File: src/rtl/swb_pkg.sv
`default_nettype none
// ============================================================================
//  Module   : swb_pkg
//  Brief    : Shared types and constants for the store write buffer.
//  Revision : 1.0  initial release
// ============================================================================
package swb_pkg;

    localparam int SWB_DEPTH   = 4;
    localparam int SWB_ADDR_W  = 16;
    localparam int SWB_DATA_W  = 16;
    localparam int SWB_MEM_LAT = 4;

    // Drain sequencer states: waiting for work, single issue beat, memory busy.
    typedef enum logic [1:0] {
        ST_IDLE  = 2'd0,
        ST_ISSUE = 2'd1,
        ST_WAIT  = 2'd2
    } drain_state_t;

endpackage : swb_pkg
`default_nettype wire

File: src/rtl/swb_fifo.sv
`default_nettype none
// ============================================================================
//  Module   : swb_fifo
//  Brief    : Store-buffer storage: circular FIFO with valid bits, write
//             merging into a queued entry and a load-forwarding CAM.
//  Revision : 1.0  initial release
// ============================================================================
module swb_fifo
    import swb_pkg::*;
#(
    parameter int DEPTH  = SWB_DEPTH,
    parameter int ADDR_W = SWB_ADDR_W,
    parameter int DATA_W = SWB_DATA_W
) (
    input  logic              clk,
    input  logic              rst,
    input  logic              i_push,
    input  logic [ADDR_W-1:0] i_push_addr,
    input  logic [DATA_W-1:0] i_push_data,
    input  logic              i_pop,
    input  logic              i_head_lock,
    input  logic [ADDR_W-1:0] i_fwd_addr,
    output logic              o_full,
    output logic              o_empty,
    output logic [ADDR_W-1:0] o_head_addr,
    output logic [DATA_W-1:0] o_head_data,
    output logic              o_fwd_hit,
    output logic [DATA_W-1:0] o_fwd_data
);

    localparam int c_ptr_w = $clog2(DEPTH);
    localparam int c_cnt_w = $clog2(DEPTH + 1);
    // Word-aligned compare: the byte-select bit never takes part in a match.
    localparam logic [ADDR_W-1:0] c_align_mask = ~(ADDR_W'(1));

    logic [ADDR_W-1:0]  r_addr [DEPTH];
    logic [DATA_W-1:0]  r_data [DEPTH];
    logic [DEPTH-1:0]   r_valid;
    logic [c_ptr_w-1:0] r_head;
    logic [c_ptr_w-1:0] r_tail;
    logic [c_cnt_w-1:0] r_count;

    logic [ADDR_W-1:0]  w_push_key;
    logic [ADDR_W-1:0]  w_fwd_key;
    logic               w_do_push;
    logic               w_merge_hit;
    logic [c_ptr_w-1:0] w_merge_idx;
    logic               w_append;
    logic [c_ptr_w-1:0] w_idx;

    assign w_push_key = i_push_addr & c_align_mask;
    assign w_fwd_key  = i_fwd_addr  & c_align_mask;

    // Push qualification uses the registered full flag only.
    assign w_do_push = i_push & ~o_full;
    assign w_append  = w_do_push & ~w_merge_hit;

    assign o_full      = (r_count == c_cnt_w'(DEPTH));
    assign o_empty     = (r_count == '0);
    assign o_head_addr = r_addr[r_head];
    assign o_head_data = r_data[r_head];

    // CAM walk from oldest to youngest so the last match is the youngest.
    // The head is excluded from merging while its write is in flight.
    always_comb begin
        o_fwd_hit   = 1'b0;
        o_fwd_data  = '0;
        w_merge_hit = 1'b0;
        w_merge_idx = '0;
        w_idx       = '0;
        for (int k = 0; k < DEPTH; k++) begin
            w_idx = r_head + c_ptr_w'(k);
            if (r_valid[w_idx] && (r_addr[w_idx] == w_fwd_key)) begin
                o_fwd_hit  = 1'b1;
                o_fwd_data = r_data[w_idx];
            end
            if (r_valid[w_idx] && (r_addr[w_idx] == w_push_key) &&
                !((k == 0) && i_head_lock)) begin
                w_merge_hit = 1'b1;
                w_merge_idx = w_idx;
            end
        end
    end

    // Entry payload: merge overwrites data in place, append fills the tail slot.
    always_ff @(posedge clk) begin
        if (w_do_push) begin
            if (w_merge_hit) begin
                r_data[w_merge_idx] <= i_push_data;
            end else begin
                r_addr[r_tail] <= w_push_key;
                r_data[r_tail] <= i_push_data;
            end
        end
    end

    // Valid bits, pointers and occupancy; push and pop may coincide.
    always_ff @(posedge clk) begin
        if (rst) begin
            r_valid <= '0;
            r_head  <= '0;
            r_tail  <= '0;
            r_count <= '0;
        end else begin
            if (w_append) begin
                r_valid[r_tail] <= 1'b1;
                r_tail          <= r_tail + c_ptr_w'(1);
            end
            if (i_pop) begin
                r_valid[r_head] <= 1'b0;
                r_head          <= r_head + c_ptr_w'(1);
            end
            r_count <= r_count + c_cnt_w'(w_append) - c_cnt_w'(i_pop);
        end
    end

endmodule : swb_fifo
`default_nettype wire

File: src/rtl/store_write_buffer.sv
`default_nettype none
// ============================================================================
//  Module   : store_write_buffer
//  Brief    : Write-through store buffer between the data cache and the
//             4-cycle main memory. Queues stores, drains them as single-word
//             writes while the cache fill path is idle, forwards to loads.
//  Revision : 1.0  initial release
// ============================================================================
module store_write_buffer
    import swb_pkg::*;
#(
    parameter int DEPTH   = SWB_DEPTH,
    parameter int ADDR_W  = SWB_ADDR_W,
    parameter int DATA_W  = SWB_DATA_W,
    parameter int MEM_LAT = SWB_MEM_LAT
) (
    input  logic              clk,
    input  logic              rst,
    input  logic              wr_req,
    input  logic [ADDR_W-1:0] wr_addr,
    input  logic [DATA_W-1:0] wr_data,
    output logic              full,
    output logic              empty,
    input  logic              fill_req,
    input  logic              fill_busy,
    output logic              drain_busy,
    output logic              mem_enable,
    output logic              mem_wr,
    output logic [ADDR_W-1:0] mem_addr,
    output logic [DATA_W-1:0] mem_data,
    input  logic [ADDR_W-1:0] fwd_addr,
    output logic              fwd_hit,
    output logic [DATA_W-1:0] fwd_data
);

    localparam int c_cnt_w = $clog2(MEM_LAT + 1);

    drain_state_t       r_state;
    drain_state_t       w_state_nxt;
    logic [c_cnt_w-1:0] r_cnt;
    logic [c_cnt_w-1:0] w_cnt_nxt;
    logic               w_issue;
    logic               w_pop;
    logic               w_empty;
    logic               w_full;
    logic [ADDR_W-1:0]  w_head_addr;
    logic [DATA_W-1:0]  w_head_data;

    swb_fifo #(
        .DEPTH  (DEPTH),
        .ADDR_W (ADDR_W),
        .DATA_W (DATA_W)
    ) u_fifo (
        .clk         (clk),
        .rst         (rst),
        .i_push      (wr_req),
        .i_push_addr (wr_addr),
        .i_push_data (wr_data),
        .i_pop       (w_pop),
        .i_head_lock (drain_busy),
        .i_fwd_addr  (fwd_addr),
        .o_full      (w_full),
        .o_empty     (w_empty),
        .o_head_addr (w_head_addr),
        .o_head_data (w_head_data),
        .o_fwd_hit   (fwd_hit),
        .o_fwd_data  (fwd_data)
    );

    assign full       = w_full;
    assign empty      = w_empty;
    assign drain_busy = (r_state != ST_IDLE);

    // Memory port is driven only during the single issue beat so it can be
    // ORed with the fill path.
    assign mem_enable = w_issue;
    assign mem_wr     = w_issue;
    assign mem_addr   = w_issue ? w_head_addr : '0;
    assign mem_data   = w_issue ? w_head_data : '0;

    // Drain state and memory-occupancy counter registers.
    always_ff @(posedge clk) begin
        if (rst) begin
            r_state <= ST_IDLE;
            r_cnt   <= '0;
        end else begin
            r_state <= w_state_nxt;
            r_cnt   <= w_cnt_nxt;
        end
    end

    // Drain sequencing: a fill request or fill in progress wins at IDLE; once
    // issued, a write always runs its full memory occupancy before the pop.
    always_comb begin
        w_state_nxt = r_state;
        w_cnt_nxt   = r_cnt;
        w_issue     = 1'b0;
        w_pop       = 1'b0;
        case (r_state)
            ST_IDLE: begin
                if (!w_empty && !fill_req && !fill_busy) begin
                    w_state_nxt = ST_ISSUE;
                end
            end
            ST_ISSUE: begin
                w_issue     = 1'b1;
                w_state_nxt = ST_WAIT;
                w_cnt_nxt   = c_cnt_w'(MEM_LAT - 1);
            end
            ST_WAIT: begin
                if (r_cnt <= c_cnt_w'(1)) begin
                    w_pop       = 1'b1;
                    w_cnt_nxt   = '0;
                    w_state_nxt = ST_IDLE;
                end else begin
                    w_cnt_nxt = r_cnt - c_cnt_w'(1);
                end
            end
            default: begin
                w_state_nxt = ST_IDLE;
                w_cnt_nxt   = '0;
            end
        endcase
    end

endmodule : store_write_buffer
`default_nettype wire

File: config.mk
export PLATFORM = sky130hd
export DESIGN_NAME = store_write_buffer
export DESIGN_NICKNAME = d
export VERILOG_FILES = /design/src/rtl/swb_pkg.sv /design/src/rtl/swb_fifo.sv /design/src/rtl/store_write_buffer.sv
export SDC_FILE = /design/constraint.sdc
export NUM_CORES = 1
export LEC_CHECK = 0
export BUFFER_PORTS_ARGS = -buffer_cell sky130_fd_sc_hd__buf_2
export CAP_MARGIN = 30
export CORE_MARGIN = 2
export CORE_UTILIZATION = 61
export DETAILED_ROUTE_END_ITERATION = 16
export MAX_ROUTING_LAYER = met4
export PLACE_DENSITY = 0.82
export SYNTH_ARGS = -nofsm -noshare
export SYNTH_HDL_FRONTEND = slang
export SYNTH_HIERARCHICAL = 1
export SYNTH_SLANG_ARGS = --single-unit
File: constraint.sdc
create_clock -name clk -period 7.34 [get_ports clk]
set_clock_uncertainty 0.2 [all_clocks]
set_input_delay 1.101 -clock clk [delete_from_list [all_inputs] [get_ports clk]]
set_output_delay 1.101 -clock clk [all_outputs]
set_load 0.05 [all_outputs]
==> impl_metrics.py <==
metrics = {
    "finish": {
        "areaGrowthSynthToFinish_pct": 11.8,
        "final_util": 0.691,
        "fillers": 1245,
        "layout-drive-gt1-share": 0.266,
        "num_antenna_cells": 0,
        "final_cells": 1185,
        "fin_nets": 1016,
    },
    "yosys": {
        "synth_area_um2": 10600,
        "ys.flop_type": "edfxtp_1",
        "synthDistinctLibCells": 68,
        "synth.area.mux_share": 0.283,
        "synth_top_family_by_area": "multiplexers",
        "ys_warn_count": 6,
        "synthCells": 874,
        "ys_seq_area_frac": 0.386,
        "ys_seq_elements": 142,
        "postSynthAreaPerCell_um2": 12.1,
        "synth-simple-area-share": 0.0962,
        "syn-num-nets": 943,
        "synthArstFlopShare": 0,
        "synth_adder_area_share": 0.0196,
        "synth_edf_count": 124,
        "synth_xor_area_frac": 0.0911,
        "synth-compound-area-share": 0.0801,
    },
    "drt": {
        "wl_um": 28700,
        "drtPass1Iterations": 6,
        "num_vias": 7951,
        "wl_per_cell_um": 24.2,
        "drtAntennaViolNets": 0,
        "viasPerCell": 6.71,
        "drc": 0,
        "drt_iter0_drc": 949,
    },
    "cts": {
        "cts-root-buf": "clkbuf_16",
        "insertion_delay_ns": 0.42,
        "numCtsBuffers": 17,
        "cts_hold_buf": 0,
        "cts_tree": "yes",
        "h-tree-depth": 4,
        "clkSinkCount": 142,
        "cts_resized": 0,
        "cts_setup_buffers": 0,
        "clk_pin_slew_ns": 0.06,
        "clk_path_buf_depth": 2,
    },
    "critical_path": {
        "cp-start-kind": "register",
        "critPathKind": "reg2out",
        "end_kind": "output port",
        "worstPathMaxFanout": 76,
        "cp_data_required_time_ns": 6.04,
        "ff2ff_setup_slack_ns": 1.73,
        "worstPathArrival_ns": 5.03,
    },
    "run": {
        "maxCapViolCount": 0,
    },
    "floorplan": {
        "std_cell_rows": 48,
        "start_util": 0.618,
        "dieArea_um2": 18400,
        "coreArea_um2": 17100,
        "pin_count": 107,
        "die-width_um": 136,
        "fp.dieH_um": 136,
    },
    "global_route": {
        "track_usage": 0.325,
        "antenna_found_initial": 0,
        "grt_max_degree": 115,
        "grt_pass1_wl_um": 43300,
        "grt_overflow": 0,
        "grt_pass1_vias": 7539,
    },
    "sta": {
        "whs_ns": 0.288,
        "clock.fmax_mhz": 158,
        "setup_viol": 0,
        "final.setup.tns_ns": 0,
        "hold_violations": 0,
        "tightest_slew_ns": 0.820,
        "relSlewSlack": 0.453,
        "rsz0062_at_grt": "no",
        "period_minus_slack_ns": 6.34,
        "timing.final.crit_share": 0.863,
        "finalMaxSlewViolations": 0,
    },
    "placed_design": {
        "dpl.cell_count": 1149,
        "gp_congestion": 1.05,
        "hpwl_um": 19800,
        "io_buffers": 103,
    },
    "power_and_ir_drop": {
        "vdd_drop_max_mv": 0.172,
        "p_total_uw": 2710,
        "p_leak_uw": 0.00399,
        "power_density_nw_per_um2": 229,
    },
    "hold_path": {
        "min-delay-path-class": "reg2reg",
    },
    "status": {
        "status": "finished, final reports clean",
    },
}
[where the power goes]
group	switching [uW]	total (uW)	internal [uW]
clock	348	888	540
combinational	481	771	290
sequential	68.0	1050	980
total	898	2710	1810
[per-layer routing]
layer  track usage  up-vias  wire length (um)
li1              -     3496                 -
met1         0.445     3897             11700
met2         0.501      500             13500
met3        0.0587       58              2790
met4        0.0932        0               705
met5             -        -                 0
[stage by stage]
stage               setup WS [ns]  area [um^2]
floorplan                   0.197        10600
global placement             1.68        11100
detailed placement           1.61        11100
CTS                          1.10        11800
global route                0.828        11800
finish                       1.00        11800
[cells by family after synthesis]
family | after synthesis
mux | 217
simple gates | 171
xor+xnor | 110
fa+ha+maj | 16
flops | 142
buf+inv | 90
compound gates | 127
other cells | 1
[cell usage after synthesis, drive strengths merged (3+ instances only)]
master / instances / area, um^2
a211oi: 3 / 22.5
a21oi: 19 / 95.1
a221oi: 3 / 26.3
a22o: 18 / 158
a31oi: 3 / 18.8
and2: 39 / 246
buf: 36 / 254
clkbuf: 33 / 124
dfxtp: 18 / 360
edfxtp: 124 / 3720
ha: 15 / 188
inv: 19 / 71.3
mux2: 26 / 297
mux2i: 128 / 1280
mux4: 63 / 1420
nand2: 42 / 158
nand2b: 5 / 31.3
nand3: 3 / 15.0
nand4: 18 / 119
nor2: 18 / 67.6
nor2b: 6 / 37.5
nor3: 4 / 20.0
nor3b: 3 / 22.5
nor4: 13 / 133
nor4b: 4 / 35.0
o21a: 5 / 37.5
o21ai: 44 / 220
o221ai: 4 / 35.0
o22ai: 6 / 37.5
o2bb2ai: 5 / 43.8
or3: 3 / 23.8
or4: 7 / 52.6
xnor2: 79 / 692
xor2: 31 / 272
[final timing paths]
| check | cells past startpoint | end | startpoint |
|---|---|---|---|
| setup / recovery | 14 | fwd_data[10] | u_fifo/r_head[1] |
| hold / removal | 2 | r_state[1] | r_state[1] |
| setup reg to reg | 18 | u_fifo/r_count[2] | u_fifo/r_head[1] |
| hold reg to reg | 2 | r_state[1] | r_state[1] |
[critical path, stage by stage, from the launching register on]
cell      delay (ns)
dfxtp_2         0.33
clkinv_1        0.26
ha_4            0.58
buf_4           0.67
mux4_2          0.65
xnor2_1         0.22
nand4_1         0.18
nor4_4          0.32
buf_4           0.33
nor2b_1         0.08
buf_4           0.22
a22o_1          0.22
mux2i_1         0.16
mux2i_1         0.13
buf_2           0.24
[cell usage in the layout, fill, tap and decap left out, drive strengths merged, types with 5 or more instances in the layout]
| cell | count |
|---|---|
| edfxtp | 124 |
| a22o | 18 |
| nor2b | 6 |
| nand2b | 5 |
| o22ai | 6 |
| buf | 123 |
| xor2 | 31 |
| o21ai | 44 |
| dfxtp | 18 |
| nand4 | 18 |
| mux2 | 26 |
| o21a | 5 |
| or4 | 7 |
| a21oi | 19 |
| o2bb2ai | 5 |
| clkbuf | 17 |
| nor2 | 18 |
| mux4 | 63 |
| xnor2 | 79 |
| inv | 23 |
| mux2i | 128 |
| and2 | 39 |
| nor4 | 13 |
| nand2 | 42 |
| ha | 15 |
| clkinv | 9 |
[state kept, by name, indices dropped and copies added (netlist names), named ones only]
signal and count:
r_cnt 3, r_state 2, u_fifo/r_addr 60, u_fifo/r_count 3
u_fifo/r_data 64, u_fifo/r_head 2, u_fifo/r_tail 2, u_fifo/r_valid 4
[cell type report]
cell class | count | area, um^2 | share of cell area
clock buffers | 17 | 425 | 0.0360
well taps | 225 | 282 | 0.0238
repair buffers | 123 | 718 | 0.0607
inverters | 21 | 78.8 | 0.00666
clock inverters | 15 | 185 | 0.0157
flip-flops and latches | 142 | 4090 | 0.346
multi-input cells | 642 | 6050 | 0.511
Note: power is estimated with default switching activity, not from simulation.
